### config.mk
export PLATFORM = sky130hd
export DESIGN_NAME = dm_cache
export DESIGN_NICKNAME = d
export VERILOG_FILES = /design/src/rtl/dm_cache.sv
export SDC_FILE = /design/constraint.sdc
export NUM_CORES = 1
export LEC_CHECK = 0
export BUFFER_PORTS_ARGS = -buffer_cell sky130_fd_sc_hd__buf_2
export CAP_MARGIN = 0
export CORE_MARGIN = 5
export CORE_UTILIZATION = 50
export CTS_CLUSTER_SIZE = 30
export DETAILED_ROUTE_END_ITERATION = 10
export GPL_TIMING_DRIVEN = 0
export PLACE_DENSITY = 0.68
export REMOVE_ABC_BUFFERS = 1
export SKIP_LAST_GASP = 1
export SYNTH_ARGS = -nofsm -noshare
export SYNTH_HDL_FRONTEND = slang
export SYNTH_SLANG_ARGS = --single-unit
### constraint.sdc
create_clock -name clk -period 4.9 [get_ports clk]
set_clock_uncertainty 0.05 [all_clocks]
set_input_delay 0 -clock clk [delete_from_list [all_inputs] [get_ports clk]]
set_output_delay 0 -clock clk [all_outputs]
set_load 0.02 [all_outputs]
### src/rtl/dm_cache.sv
// Direct-mapped write-through byte cache between the MIU and backing memory.
// Read hits are served locally; read misses and all writes go to memory.
module dm_cache #(
  parameter int ADDR_W    = 16,
  parameter int NUM_LINES = 16
) (
  input  logic              clk,
  input  logic              resetN,
  input  logic              cache_req_valid,
  output logic              cache_req_ready,
  input  logic              cache_req_we,
  input  logic [ADDR_W-1:0] cache_req_addr,
  input  logic [7:0]        cache_req_write,
  output logic              cache_resp_valid,
  output logic [7:0]        cache_resp_data,
  output logic              mem_req_valid,
  input  logic              mem_req_ready,
  output logic              mem_req_we,
  output logic [ADDR_W-1:0] mem_req_addr,
  output logic [7:0]        mem_req_wdata,
  input  logic              mem_resp_valid,
  input  logic [7:0]        mem_resp_rdata,
  output logic [15:0]       hit_count,
  output logic [15:0]       miss_count
);

  localparam int INDEX_W = $clog2(NUM_LINES);
  localparam int TAG_W   = ADDR_W - INDEX_W;

  localparam logic [2:0] IDLE     = 3'd0;
  localparam logic [2:0] LOOKUP   = 3'd1;
  localparam logic [2:0] MEM_REQ  = 3'd2;
  localparam logic [2:0] MEM_WAIT = 3'd3;
  localparam logic [2:0] RESP     = 3'd4;

  logic [2:0]           state;
  logic                 req_we;
  logic [ADDR_W-1:0]    req_addr;
  logic [7:0]           req_wdata;
  logic [NUM_LINES-1:0] line_valid;
  logic [TAG_W-1:0]     line_tag  [NUM_LINES];
  logic [7:0]           line_data [NUM_LINES];
  logic [INDEX_W-1:0]   idx;
  logic [TAG_W-1:0]     tag;
  logic                 hit;

  assign idx = req_addr[INDEX_W-1:0];
  assign tag = req_addr[ADDR_W-1:INDEX_W];
  assign hit = line_valid[idx] && (line_tag[idx] == tag);

  assign cache_req_ready  = (state == IDLE);
  assign cache_resp_valid = (state == RESP);
  assign mem_req_valid    = (state == MEM_REQ);

  // Control FSM, request capture, valid bits, counters and output registers
  always_ff @(posedge clk) begin
    if (!resetN) begin
      state           <= IDLE;
      req_we          <= 1'b0;
      req_addr        <= '0;
      req_wdata       <= '0;
      line_valid      <= '0;
      cache_resp_data <= '0;
      mem_req_we      <= 1'b0;
      mem_req_addr    <= '0;
      mem_req_wdata   <= '0;
      hit_count       <= '0;
      miss_count      <= '0;
    end else begin
      unique case (state)
        IDLE: begin
          if (cache_req_valid) begin
            req_we    <= cache_req_we;
            req_addr  <= cache_req_addr;
            req_wdata <= cache_req_write;
            state     <= LOOKUP;
          end
        end
        LOOKUP: begin
          if (!req_we && hit) begin
            cache_resp_data <= line_data[idx];
            if (hit_count != 16'hFFFF)
              hit_count <= hit_count + 16'd1;
            state <= RESP;
          end else begin
            if (!req_we && miss_count != 16'hFFFF)
              miss_count <= miss_count + 16'd1;
            mem_req_we    <= req_we;
            mem_req_addr  <= req_addr;
            mem_req_wdata <= req_wdata;
            state         <= MEM_REQ;
          end
        end
        MEM_REQ: begin
          if (mem_req_ready)
            state <= MEM_WAIT;
        end
        MEM_WAIT: begin
          if (mem_resp_valid) begin
            if (!req_we) begin
              line_valid[idx] <= 1'b1;
              cache_resp_data <= mem_resp_rdata;
            end else begin
              cache_resp_data <= 8'h00;
            end
            state <= RESP;
          end
        end
        RESP: state <= IDLE;
        default: state <= IDLE;
      endcase
    end
  end

  // Line tag/data storage: fill on read miss, update data on write hit
  always_ff @(posedge clk) begin
    if (resetN && state == MEM_WAIT && mem_resp_valid) begin
      if (!req_we) begin
        line_tag[idx]  <= tag;
        line_data[idx] <= mem_resp_rdata;
      end else if (hit) begin
        line_data[idx] <= req_wdata;
      end
    end
  end

endmodule
---- Word-level counts from Yosys, hierarchy flattened ----
Memory sizes are Yosys's and may differ from the RTL's. A register that Yosys moved wholly into a read port is not among the register bits.
Index checks and enable logic that the tools add are counted.
cells by class
  reduce and logical (&&, ||, !) cells .... 16
  $lt $le $gt $ge ......................... 2
  add/sub/neg operators ................... 2
  equal/unequal tests ..................... 11
  multipliers ............................. 0
  mux-type cells .......................... 25
  shifts and indexed selects .............. 0
  bitwise gates (word level) .............. 4
  div/mod/pow operators ................... 0
operators by type and width
  operator               count
  $add 16x1->16 const B  2
  $mux 8                 4
  $ne 16x16->1 const B   2
  $mux 4                 4
  $or 16x16->16          1
  $pmux 8 s2             1
  $reduce_and 3->1       5
  $eq 12x12->1           1
  $mux 3                 4
  $pmux 3 s4             1
  $mux 1                 9
  $eq 3x2->1 const B     2
  $logic_and 1x1->1      6
  $ne 2x2->1 const B     3
  $lt 4x5->1 const B     1
  $bmux 1 s4             1
  $demux 1 s4            1
  $ge 4x1->1 const B     1
  $reduce_and 2->1       2
  $eq 3x1->1 const B     1
  $eq 3x3->1 const B     1
  $logic_not 3->1        1
  $ne 2x1->1 const B     1
  $not 1->1              2
  3 further kinds        3
storage, ports and cells
  latch bits .............................. 0
  memory bits (writable) .................. 320
  output and inout port bits .............. 68
  memories ................................ 2
  register bits ........................... 109
  word-level logic and storage cells ...... 73
  input port bits ......................... 38
  memory bits (read-only) ................. 0
memories
  memory     words  width  rd ports  clocked after memory_dff  wr ports  RTL line  RTL
  line_tag   16     12     1         1                         1         41        logic [TAG_W-1:0] line_tag [NUM_LINES];
  line_data  16     8      1         1                         1         42        logic [7:0] line_data [NUM_LINES];

---- Logic depth before layout (Yosys ltp) ----
  word-level depth ........................ 8
  depth in mapped cells ................... 13
  gate-level depth less buffers ........... 8

---- Worst setup path before layout ----
Ideal clock, no wire load.
  path kind ............................... register to register
  start point ............................. reg (tool-made name)
  end point ............................... mem line_data[12][0] (enable)
  required time ........................... 4.455 ns
  library setup time ...................... 0.395 ns
  arrival ................................. 3.817 ns
  buffers on the path ..................... 4
  period minus slack after synthesis ...... 4.262 ns
  cell stages (with the launch flop) ...... 13
  slack ................................... 0.638 ns
  cell sequence ........................... dfxtp_1 > buf_2 > buf_2 > mux4_2 > mux2i_1 > mux2i_1 > xnor2_1 > nand4_1 > or4_1 > buf_2 > a21o_1 > clkbuf_1 > nor4_1
RTL lines
  item       RTL line
  to (decl)  42

==> flow_metrics.py <==
metrics = {
    "outcome": {
        "status": "completed",
    },
    "final_layout": {
        "final_util_pct": 61.0,
        "synthToLayoutAreaGrowth_pct": 20.8,
        "n_antenna_cell": 0,
        "fillers": 2541,
        "nNetsFinal": 1317,
        "layout-drive-gt1-share_pct": 27.2,
    },
    "drt": {
        "ant_nets": 0,
        "viasPerCell": 5.83,
        "dr.pass1.iters": 5,
        "drt_iter0_markers": 919,
        "vias": 10300,
        "wl_per_cell_um": 23.0,
        "drc": 0,
        "wl_um": 40600,
    },
    "sta": {
        "final_max_slew_viol_count": 0,
        "finalHoldViolCount": 0,
        "max_freq_mhz": 217,
        "tightest_slew_ps": 1330,
        "period_share_pct": 94.0,
        "finalSetupViolCount": 0,
        "rsz0062_at_grt": "false",
        "fin_crit_ps": 4610,
        "setup_ws_ps": 294,
        "holdWs_ps": 205,
        "relSlewSlack_pct": 11.4,
    },
    "setup_path": {
        "cpPeakStageDelay_ps": 880,
        "crit_slowest_cell": "dfxtp_2",
        "cp_max_fo": 21,
        "r2r_end": "line_data[7][2]",
        "rr_worst_depth": 9,
        "crit_arrival_ps": 4710,
        "r2r_setup_slack_ps": 290,
        "crit_chain": "buf_12 > mux4_2 > mux2_2 > or3b_1 > a21oi_1 > nor2_1 > or4_4 > a21o_4 > nor3_4",
        "crit_type": "reg2reg",
        "path_buf_inv": 1,
        "critPathLaunchType": "flip-flop",
        "cpLargestDelayFamily": "simple AND/OR/NAND/NOR gates",
        "cp-end-kind": "flip-flop",
        "required_ps": 5010,
    },
    "flow_run": {
        "drv_cap": 0,
    },
    "hold_path": {
        "hold-path-endpoint": "req_addr[9]",
        "hold_class": "in2reg",
        "hold_path_depth": 4,
        "min_from": "cache_req_addr[9]",
    },
    "clocking": {
        "cts_buffers": 44,
        "cts_tree": "done",
        "clock_latency_ps": 540,
        "clkSinkCount": 433,
        "clockBufferDepth": 3,
        "clk_pin_slew_worst_paths_ps": 60,
        "htreeDepth": 2,
        "root_buffer": "clkbuf_16",
    },
    "place": {
        "place_ws_ps": -734,
        "gp_congestion": 0.780,
        "port_buffers": 105,
        "hpwlAfterDp_um": 25000,
    },
    "floorplanning": {
        "rows": 68,
        "dieArea_um2": 38600,
        "ios": 106,
        "die_y_um": 196,
        "core_um2": 34500,
        "die-width_um": 196,
        "start_util_pct": 50.5,
    },
    "global_route": {
        "grt_pass1_vias": 10300,
        "grt_overflow": 0,
        "grt_use_total_pct": 20.7,
        "grt_pass1_wl_um": 61500,
        "grt_max_degree": 64,
        "antenna_found_initial": 0,
    },
    "synth": {
        "ys_seq_elements": 433,
        "avgSynthCellArea_um2": 15.6,
        "yosysWarnings": 0,
        "yosys-top-cells-area": "edfxtp_1 55%, dfxtp_1 13%, mux4_2 12%",
        "synth_edf_count": 320,
        "synth_cell_types": 50,
        "synth_cells": 1113,
        "synth-async-reset-ratio_pct": 0,
        "yosys_most_used_dff": "edfxtp_1",
        "syn-cell-area_um2": 17400,
        "synth_top_area_share_pct": 55.3,
        "synth-seq-area-share_pct": 68.3,
        "synth_top_cell_by_area": "edfxtp_1",
    },
    "pwr": {
        "p_per_area_nw_per_um2": 392,
        "leakagePower_nw": 7.32,
        "ir_drop_mv": 0.306,
    },
}
state kept, by name (all words and copies together), names as in the netlist, 3 cells and up, named ones only:
name,cells
req_wdata,8
line_data,128
line_tag,192
mem_req_wdata,8
req_addr,16
hit_count,16
cache_resp_data,8
mem_req_addr,16
miss_count,16
state,3
line_valid,16
worst max path at each step:
stage / from / endpoint / slack, ps / cells after the start
final: flip-flop / line_data[7][2] / 290 / 9
after global placement: flip-flop / cache_resp_data[0] / -8330 / 8
after floorplan: flip-flop / cache_resp_data[0] / -3580 / 8
after detailed placement: flip-flop / line_data[6][4] / -730 / 9
after CTS: flip-flop / line_data[13][4] / 90 / 10
after global routing: flip-flop / line_data[0][1] / 130 / 10
placed cells by master, fill, tap and decap left out, types with 4 or more instances in the layout:
cell / n
a21o_1: 16
a21oi_1: 40
a31o_2: 8
and3_1: 12
buf_12: 5
buf_16: 8
buf_2: 104
buf_4: 10
buf_6: 13
buf_8: 8
bufinv_16: 9
clkbuf_1: 15
clkbuf_16: 45
clkinv_2: 5
dfxtp_1: 109
dlygate4sd3_1: 37
edfxtp_1: 320
inv_1: 5
mux2_1: 8
mux2i_1: 77
mux4_2: 89
nand2_1: 149
nand2b_1: 22
nand3_1: 19
nand4_1: 11
nor2_1: 15
nor2_2: 16
nor2b_1: 4
nor3_1: 7
nor3_4: 11
nor4_1: 6
nor4_4: 4
o21a_1: 4
o21ai_0: 9
o31ai_1: 10
or3_1: 7
or4_1: 10
xnor2_1: 10
cell families after synthesis:
logic type | after synthesis | share of synthesized area (%)
xor gates and xnor gates | 12 | 0.605
and+or+nand+nor | 311 | 8.56
adders and majority gates | 2 | 0.144
AOI/OAI and AO/OA | 105 | 3.89
DFF | 433 | 68.3
buffers and inverters | 73 | 1.84
muxes | 177 | 16.7
tightest hold or removal path, cell delays in order:
cell and delay [ps]:
dlygate4sd3_1 510, buf_2 100, nand2_1 40, a21oi_1 100
cells in the mapped netlist (all sizes together) (3+ instances only):
master / n
nor2: 31
and3: 12
nand4: 11
nand2: 149
edfxtp: 320
mux4: 89
a32o: 3
nor2b: 4
buf: 28
o21a: 4
a31o: 8
clkbuf: 39
a21o: 17
nand3b: 3
or3: 7
a21oi: 41
o21ai: 12
xnor2: 10
nand3: 19
nor3: 21
nor4: 11
or4: 11
dfxtp: 113
mux2: 11
mux2i: 77
inv: 6
o31ai: 10
nand2b: 22
power breakdown:
group	switching (W)	internal, W
Clock	0.00133	0.00221
Sequential	0.0000997	0.00398
Combinational	0.000331	0.000283
Total	0.00176	0.00647
layer usage:
layer | vias up | wire (µm) | global-route usage, %
li1 | 4627 | - | -
met1 | 5252 | 17100 | 29.0
met2 | 351 | 19600 | 33.8
met3 | 63 | 2910 | 3.95
met4 | 0 | 968 | 5.79
met5 | - | 0 | 0
repair_timing:
action	CTS	global route
endpoints found under the hold margin	62	0
endpoints found under the setup margin	256	105
cloned	0	0
hold buffers	37	0
gates resized for setup	16	1
buffers inserted	4	3
pin swaps	4	0
area by class of cell:
cell class	instances	area (µm²)	share of cell area, %
multi-input combinational	607	5450	26.0
timing repair buffer	185	1550	7.39
clock buffer	63	1220	5.82
clock inverter	17	307	1.46
tap	455	569	2.71
sequential	433	11900	56.6
inverter	6	22.5	0.107
metrics by stage:
stage | TNS (ps) | instance area, µm² | total power [W] | cells
global route | 0 | 21000 | 0.00852 | 1766
finish | 0 | 21000 | 0.00824 | 1766
global placement | -1421490 | 18200 | 0.00471 | 1606
floorplan | -578070 | 17100 | 0.00450 | 1046
detailed placement | -137680 | 18900 | 0.00472 | 1641
CTS | 0 | 20900 | 0.00827 | 1762
Note: power is estimated with default switching activity, not from simulation.
